`src/rtl/rom_loader.sv`:
```
// Copies a combinational program ROM into RAM as little-endian 32-bit words, one write request per word.
// Latency: 4 FETCH cycles per full word plus WRITE cycles until mem_write_ack; the request holds until it is acknowledged.
// Backpressure: mem_write_req holds its address and data steady until the RAM acknowledges.
module rom_loader #(
    parameter logic [31:0] MEM_BASE  = 32'h0000_0000,
    parameter int          MAX_BYTES = 4096
) (
    input  logic        clk,
    input  logic        reset_n,
    input  logic        start,
    output logic [31:0] rom_address,
    input  logic [7:0]  rom_byte,
    input  logic        rom_done,
    output logic [31:0] mem_address,
    output logic [31:0] mem_data,
    output logic        mem_write_req,
    input  logic        mem_write_ack,
    output logic        busy,
    output logic        loaded,
    output logic        overflow,
    output logic [15:0] word_count
);

    typedef enum logic [1:0] {IDLE, FETCH, WRITE, DONE} state_t;

    localparam logic [31:0] LAST_ADDR = 32'(MAX_BYTES - 1);

    state_t      state_q, state_d;
    logic [31:0] rom_addr_q, rom_addr_d;
    logic [31:0] word_q, word_d;
    logic [31:0] mem_addr_q, mem_addr_d;
    logic        last_q, last_d;
    logic        ovf_q, ovf_d;
    logic [15:0] wcnt_q, wcnt_d;
    logic        at_max;

    assign at_max = (rom_addr_q == LAST_ADDR);

    always_comb begin
        state_d    = state_q;
        rom_addr_d = rom_addr_q;
        word_d     = word_q;
        mem_addr_d = mem_addr_q;
        last_d     = last_q;
        ovf_d      = ovf_q;
        wcnt_d     = wcnt_q;
        case (state_q)
            IDLE, DONE: begin
                if (start) begin
                    state_d    = FETCH;
                    rom_addr_d = 32'd0;
                    wcnt_d     = 16'd0;
                    ovf_d      = 1'b0;
                    word_d     = 32'd0;
                    last_d     = 1'b0;
                end
            end
            FETCH: begin
                word_d[{rom_addr_q[1:0], 3'b000} +: 8] = rom_byte;
                if (rom_addr_q[1:0] == 2'd3 || rom_done || at_max) begin
                    state_d    = WRITE;
                    mem_addr_d = MEM_BASE + {rom_addr_q[31:2], 2'b00};
                    last_d     = rom_done || at_max;
                    if (at_max && !rom_done) begin
                        ovf_d = 1'b1;
                    end
                end else begin
                    rom_addr_d = rom_addr_q + 32'd1;
                end
            end
            WRITE: begin
                if (mem_write_ack) begin
                    wcnt_d = wcnt_q + 16'd1;
                    if (last_q) begin
                        state_d = DONE;
                    end else begin
                        state_d    = FETCH;
                        rom_addr_d = rom_addr_q + 32'd1;
                        // Next word starts empty so a short final word reads back zero-padded.
                        word_d     = 32'd0;
                    end
                end
            end
            default: state_d = IDLE;
        endcase
    end

    always_ff @(posedge clk or negedge reset_n) begin
        if (!reset_n) begin
            state_q    <= IDLE;
            rom_addr_q <= 32'd0;
            word_q     <= 32'd0;
            mem_addr_q <= 32'd0;
            last_q     <= 1'b0;
            ovf_q      <= 1'b0;
            wcnt_q     <= 16'd0;
        end else begin
            state_q    <= state_d;
            rom_addr_q <= rom_addr_d;
            word_q     <= word_d;
            mem_addr_q <= mem_addr_d;
            last_q     <= last_d;
            ovf_q      <= ovf_d;
            wcnt_q     <= wcnt_d;
        end
    end

    assign rom_address   = rom_addr_q;
    assign mem_address   = mem_addr_q;
    assign mem_data      = word_q;
    assign mem_write_req = (state_q == WRITE);
    assign busy          = (state_q == FETCH) || (state_q == WRITE);
    assign loaded        = (state_q == DONE);
    assign overflow      = ovf_q;
    assign word_count    = wcnt_q;

endmodule

```
`config.mk`:
```
export PLATFORM = sky130hd
export DESIGN_NAME = rom_loader
export DESIGN_NICKNAME = d
export VERILOG_FILES = /design/src/rtl/rom_loader.sv
export SDC_FILE = /design/constraint.sdc
export NUM_CORES = 1
export LEC_CHECK = 0
export BUFFER_PORTS_ARGS = -buffer_cell sky130_fd_sc_hd__buf_2
export CORE_MARGIN = 2
export CORE_UTILIZATION = 54
export CTS_BUF_LIST = sky130_fd_sc_hd__clkbuf_4 sky130_fd_sc_hd__clkbuf_8 sky130_fd_sc_hd__clkbuf_16
export DETAILED_ROUTE_END_ITERATION = 12
export GPL_ROUTABILITY_DRIVEN = 0
export PLACE_DENSITY = 0.82
export SLEW_MARGIN = 20
export SYNTH_ARGS = -nofsm -noshare
export SYNTH_HDL_FRONTEND = slang
export SYNTH_SLANG_ARGS = --single-unit
```
`constraint.sdc`:
```
create_clock -name clk -period 2.7 [get_ports clk]
set_clock_uncertainty 0.1 [all_clocks]
set_input_delay 0.405 -clock clk [delete_from_list [all_inputs] [get_ports clk]]
set_output_delay 0.405 -clock clk [all_outputs]
set_load 0.005 [all_outputs]
```
==> flow_summary.ini, run 1 <==
[run_status]
status = finished, final reports clean

[sta]
final.setup.tns_ps = 0
setup_viol = 0
tightest_slew_ps = 960
hold_viol_final = 0
min_period_over_period = 0.947
fin_crit_ps = 2560
slew-limit-headroom = 0.353
fmax_mhz = 391
grt_setup_unrepaired = false
final_max_slew_viol_count = 0

[clock_tree]
cts_root_buffer = clkbuf_8
numCtsBuffers = 17
clk_pin_slew_worst_paths_ps = 50
clkSinkCount = 114
cts_resized = 0
htree_levels = 4
cts_tree = done
clock_latency_ps = 520
cts_max_path_buffers = 2

[routing]
wirelength_met1_um = 6190
drt_iter0_drc = 454
vias = 4837
postRouteAntennaNets = 0
routed-wl-met2_um = 7010
avgRoutedWirePerCell_um = 17.5
avgViaCountPerCell = 5.87
firstDrtPassIters = 5
route.met3.wl_um = 897
wl_um = 14400
highest_layer = met4
drc = 0

[synthesis]
synth_flop_cell = dfrtp_1
synth_fa_ha_area_frac = 0.0226
syn_avg_cell_area_sq_um = 10.2
synth_cell_types = 57
synth_xor_area_frac = 0.0142
synth-simple-area-share = 0.196
yosys_warnings = 0
synthArstFlopShare = 1.00
synth_top_family_by_area = simple AND/OR/NAND/NOR gates
synth_compound_area_frac = 0.143
synth_edf_count = 0
muxShareOfSynthArea = 0.0624
syn_inst = 545
ys_ff_latch = 114
yosysSeqAreaShare = 0.515
synth.cell_area_sq_um = 5540

[worst_setup_path]
crit_path_end_kind = primary output
path_class = reg2out
crit_start = state_q[0]
critical_path.startpoint_type = flop
rr_startpoint = state_q[0]
cp_data_arrival_time_ps = 2050
critical_path_required_ps = 2190
critPathMaxFanout = 16

[layout]
layout-drive-gt1-share = 0.313
final_cell_mix = buf_2, dfrtp_1, nand2_1
diodes = 0
stdcell_count = 824
fin_nets = 701
area_growth_pct = 26.7
final_common_cell = buf_2

[grt]
overflow = 0
grt_first_pass_wirelength_um = 23600
grt_pass1_vias = 4792
grt_max_degree = 51
grt_use_total = 0.269
grt_antenna_before_repair = 0

[floorplanning]
fp-row-count = 36
pin_count = 129
die_y_um = 105
core_area_sq_um = 9860
die_w_um = 105
die-area_sq_um = 11100
start_util = 0.561

[flow_run]
max_cap_viol_count = 0

[place]
dp.cells = 791
portBuffers = 126
dp_hpwl_um = 9890

[power_and_ir_drop]
power_leakage_nw = 3.62
max-vdd-ir-drop_mv = 0.529
power_density_nw_per_um2 = 973

[hold_path]
hold_class = in2reg
hp-start = rom_byte[2]
==> kinds of logic after synthesis <==
family	Yosys count
simple gates	206
compound gates	121
flops	114
buf+inv	53
mux	31
fa+ha+maj	10
xor+xnor	9
other cells	1
==> flip-flops by register name, summed over array words and instances (netlist names) <==
signal and count:
last_q 1, overflow 1, mem_address 30, mem_data 32, state_q 2, rom_address 32
word_count 16
==> power by group <==
| group | switching, mW | internal [mW] |
|---|---|---|
| registers | 0.195 | 1.90 |
| logic | 1.41 | 0.783 |
| clock network | 0.765 | 1.77 |
==> synth_stat cells (5+ instances only) <==
cell      number  area [sq um]
ha_1          10           125
inv_1         17          63.8
a31oi_1        6          37.5
nand2_1       55           206
and3_1        10          62.6
dfrtp_1      114          2850
nor3_1         7          35.0
nor2_1        39           146
clkbuf_1      23          86.3
a21oi_1        6          30.0
o211ai_1       7          52.6
mux2_2        28           315
nor3b_1        5          37.5
nor4_1         9          56.3
nand3_1       31           155
and4_1         5          43.8
o31ai_1        7          52.6
nand4_1       22           138
or4_1          5          37.5
xor2_1         9          78.8
o21ai_0       54           270
a22o_1        19           166
==> worst paths after layout <==
check / endpoint / slack, ps / cells past startpoint
max: busy / 140 / 5
min: mem_data[26] / 70 / 3
max reg2reg: mem_data[29] / 270 / 6
min reg2reg: mem_data[25] / 390 / 2
max in group asynchronous: mem_data[9] / 1430 / 3
min in group asynchronous: mem_data[4] / 330 / 2
==> layout make-up <==
cell class | instances | area (sq um)
clock inverter | 10 | 203
clock buffer | 22 | 470
sequential | 114 | 2850
fill | 693 | 2850
inverter | 18 | 67.6
multi-input combinational | 379 | 2440
tap | 133 | 166
timing repair buffer | 148 | 813
==> per-stage QoR <==
stage               setup WS, ps  power (mW)  hold WS, ps  area, sq um   util
floorplan                    353        3.52         9.41         5540      -
global placement             464        4.18          336         6330  0.642
detailed placement           341        4.28          353         6330  0.642
CTS                          106        6.84         47.0         7020  0.711
global route                45.3        7.16         54.3         7020  0.711
finish                       143        6.83         68.1         7020  0.711
==> repair_timing <==
item / in CTS / in global routing
setup buffers: 0 / 0
hold buffers: 1 / 0
endpoints found under the hold margin: 44 / 0
==> layer usage <==
layer,GRT usage,up-vias
met5,0,-
met4,0.112,0
met3,0.0686,33
met2,0.428,212
met1,0.351,2344
li1,-,2248
==> critical path: stages, from the launching register on <==
cell	delay, ps
dfrtp_1	420
inv_1	70
ha_1	530
inv_1	130
buf_4	230
buf_2	150
No activity file was read; power rests on OpenSTA's default activity.
==> run 2, diff against run 1 <==
--- a/config.mk
+++ b/config.mk
@@ -12,6 +12,7 @@
 export DETAILED_ROUTE_END_ITERATION = 12
 export GPL_ROUTABILITY_DRIVEN = 0
 export PLACE_DENSITY = 0.82
+export RECOVER_POWER = 25
 export SLEW_MARGIN = 20
 export SYNTH_ARGS = -nofsm -noshare
 export SYNTH_HDL_FRONTEND = slang
==> flow_summary.ini, run 2 (same netlist as run 1, synthesis figures left out) <==
[worst_setup_path]
rr_startpoint = state_q[0]
cp_data_arrival_time_ps = 2050
critical_path_required_ps = 2190
reg2reg_slack_ps = 260
crit_path_end_kind = primary output
critical_path.startpoint_type = flop
r2r_cells = 6
path_class = reg2out
critPathMaxFanout = 16
r2r_end = mem_data[29]

[layout]
stdcell_count = 824
final_common_cell = buf_2
layout-drive-gt1-share = 0.313
final_cell_mix = buf_2, dfrtp_1, nand2_1
diodes = 0
area_growth_pct = 26.5
fillCellCount = 694
fin_util = 0.710
fin_area_sq_um = 7000
fin_nets = 701

[routing]
drt_iter0_drc = 394
postRouteAntennaNets = 0
avgViaCountPerCell = 5.88
wl_um = 14500
vias = 4849
drc = 0
avgRoutedWirePerCell_um = 17.5
firstDrtPassIters = 5

[sta]
hold_viol_final = 0
fmax_mhz = 391
final.setup.tns_ps = 0
grt_setup_unrepaired = false
slew-limit-headroom = 0.253
fin_crit_ps = 2560
min_period_over_period = 0.947
tightest_slew_ps = 1120
final_max_slew_viol_count = 0
setup_viol = 0

[run_status]
status = finished, final reports clean

[grt]
grt_first_pass_wirelength_um = 23600
grt_use_total = 0.269
grt_max_degree = 51
grt_pass1_vias = 4792
overflow = 0
grt_antenna_before_repair = 0

[place]
dp.cells = 791
postPlaceCellArea_sq_um = 6330
dp_hpwl_um = 9890
portBuffers = 126

[floorplanning]
core_area_sq_um = 9860
start_util = 0.561
die-area_sq_um = 11100
pin_count = 129
die_y_um = 105
fp-row-count = 36
die_w_um = 105

[flow_run]
max_cap_viol_count = 0

[power_and_ir_drop]
swShare = 0.347
p_seq_frac = 0.307
p_sw_mw = 2.37
power_leakage_nw = 3.62
pwr-share-clk = 0.372
comb_power_share = 0.321
power_density_nw_per_um2 = 975
max-vdd-ir-drop_mv = 0.528
intPower_mw = 4.46

[hold_path]
hold_class = in2reg
min_path_cells = 2
holdPathEnd = mem_data[0]
hp-start = rom_byte[0]

[clock_tree]
clock_latency_ps = 520
cts_tree = done
clkSinkCount = 114
numCtsBuffers = 17
cts_max_path_buffers = 2
htree_levels = 4
clk_pin_slew_worst_paths_ps = 50
cts_resized = 0
cts_root_buffer = clkbuf_8
==> run 2: through the flow <==
stage	hold slack (ps)	power (mW)	setup slack [ps]
2_1_floorplan	9.41	3.52	353
3_3_place_gp	336	4.18	464
3_5_place_dp	353	4.28	341
4_1_cts	47.0	6.84	106
5_1_grt	54.3	7.15	45.3
6_report	72.2	6.83	142
==> run 2: worst max-delay path, cell delays in order, from the launching register on <==
cell	delay [ps]
dfrtp_1	420
inv_1	70
ha_1	540
inv_1	130
buf_4	230
buf_2	150
==> run 2: worst max-delay path by stage <==
| stage | slack (ps) | end | from | cells past startpoint |
|---|---|---|---|---|
| 5_1_grt | 50 | busy | state_q[0] | 5 |
| 6_report | 140 | busy | state_q[0] | 5 |
| 3_5_place_dp | 340 | word_count[9] | state_q[0] | 7 |
| 4_1_cts | 110 | busy | state_q[0] | 5 |
| 3_3_place_gp | 460 | rom_address[13] | state_q[0] | 7 |
| 2_1_floorplan | 350 | mem_data[0] | state_q[0] | 8 |
==> run 2: layout make-up <==
class | instances | area (sq um) | share of cell area
Clock buffer | 22 | 470 | 0.0672
Multi-Input combinational cell | 379 | 2440 | 0.349
Sequential cell | 114 | 2850 | 0.407
Timing Repair Buffer | 148 | 798 | 0.114
Clock inverter | 10 | 203 | 0.0289
Tap cell | 133 | 166 | 0.0238
Inverter | 18 | 67.6 | 0.00965
==> run 2: power by group through the flow <==
stage	combinational, mW	clock (mW)	sequential, mW
after global placement	2.07	0	2.10
after CTS	2.19	2.56	2.09
after floorplan	1.44	0	2.09
after detailed placement	2.17	0	2.11
after global routing	2.40	2.63	2.12
final	2.19	2.54	2.10
==> run 2: repair_timing <==
item,in CTS,in global routing
hold buffers,1,0
setup buffers,0,0
endpoints found under the hold margin,44,0
==> run 2: per-layer routing <==
layer  vias to the layer above  track usage  routed length [um]
met5                         -            0                   0
met4                         0        0.112                 288
met3                        30       0.0686                 917
met2                       209        0.428                7050
met1                      2359        0.351                6190
li1                       2251            -                   -
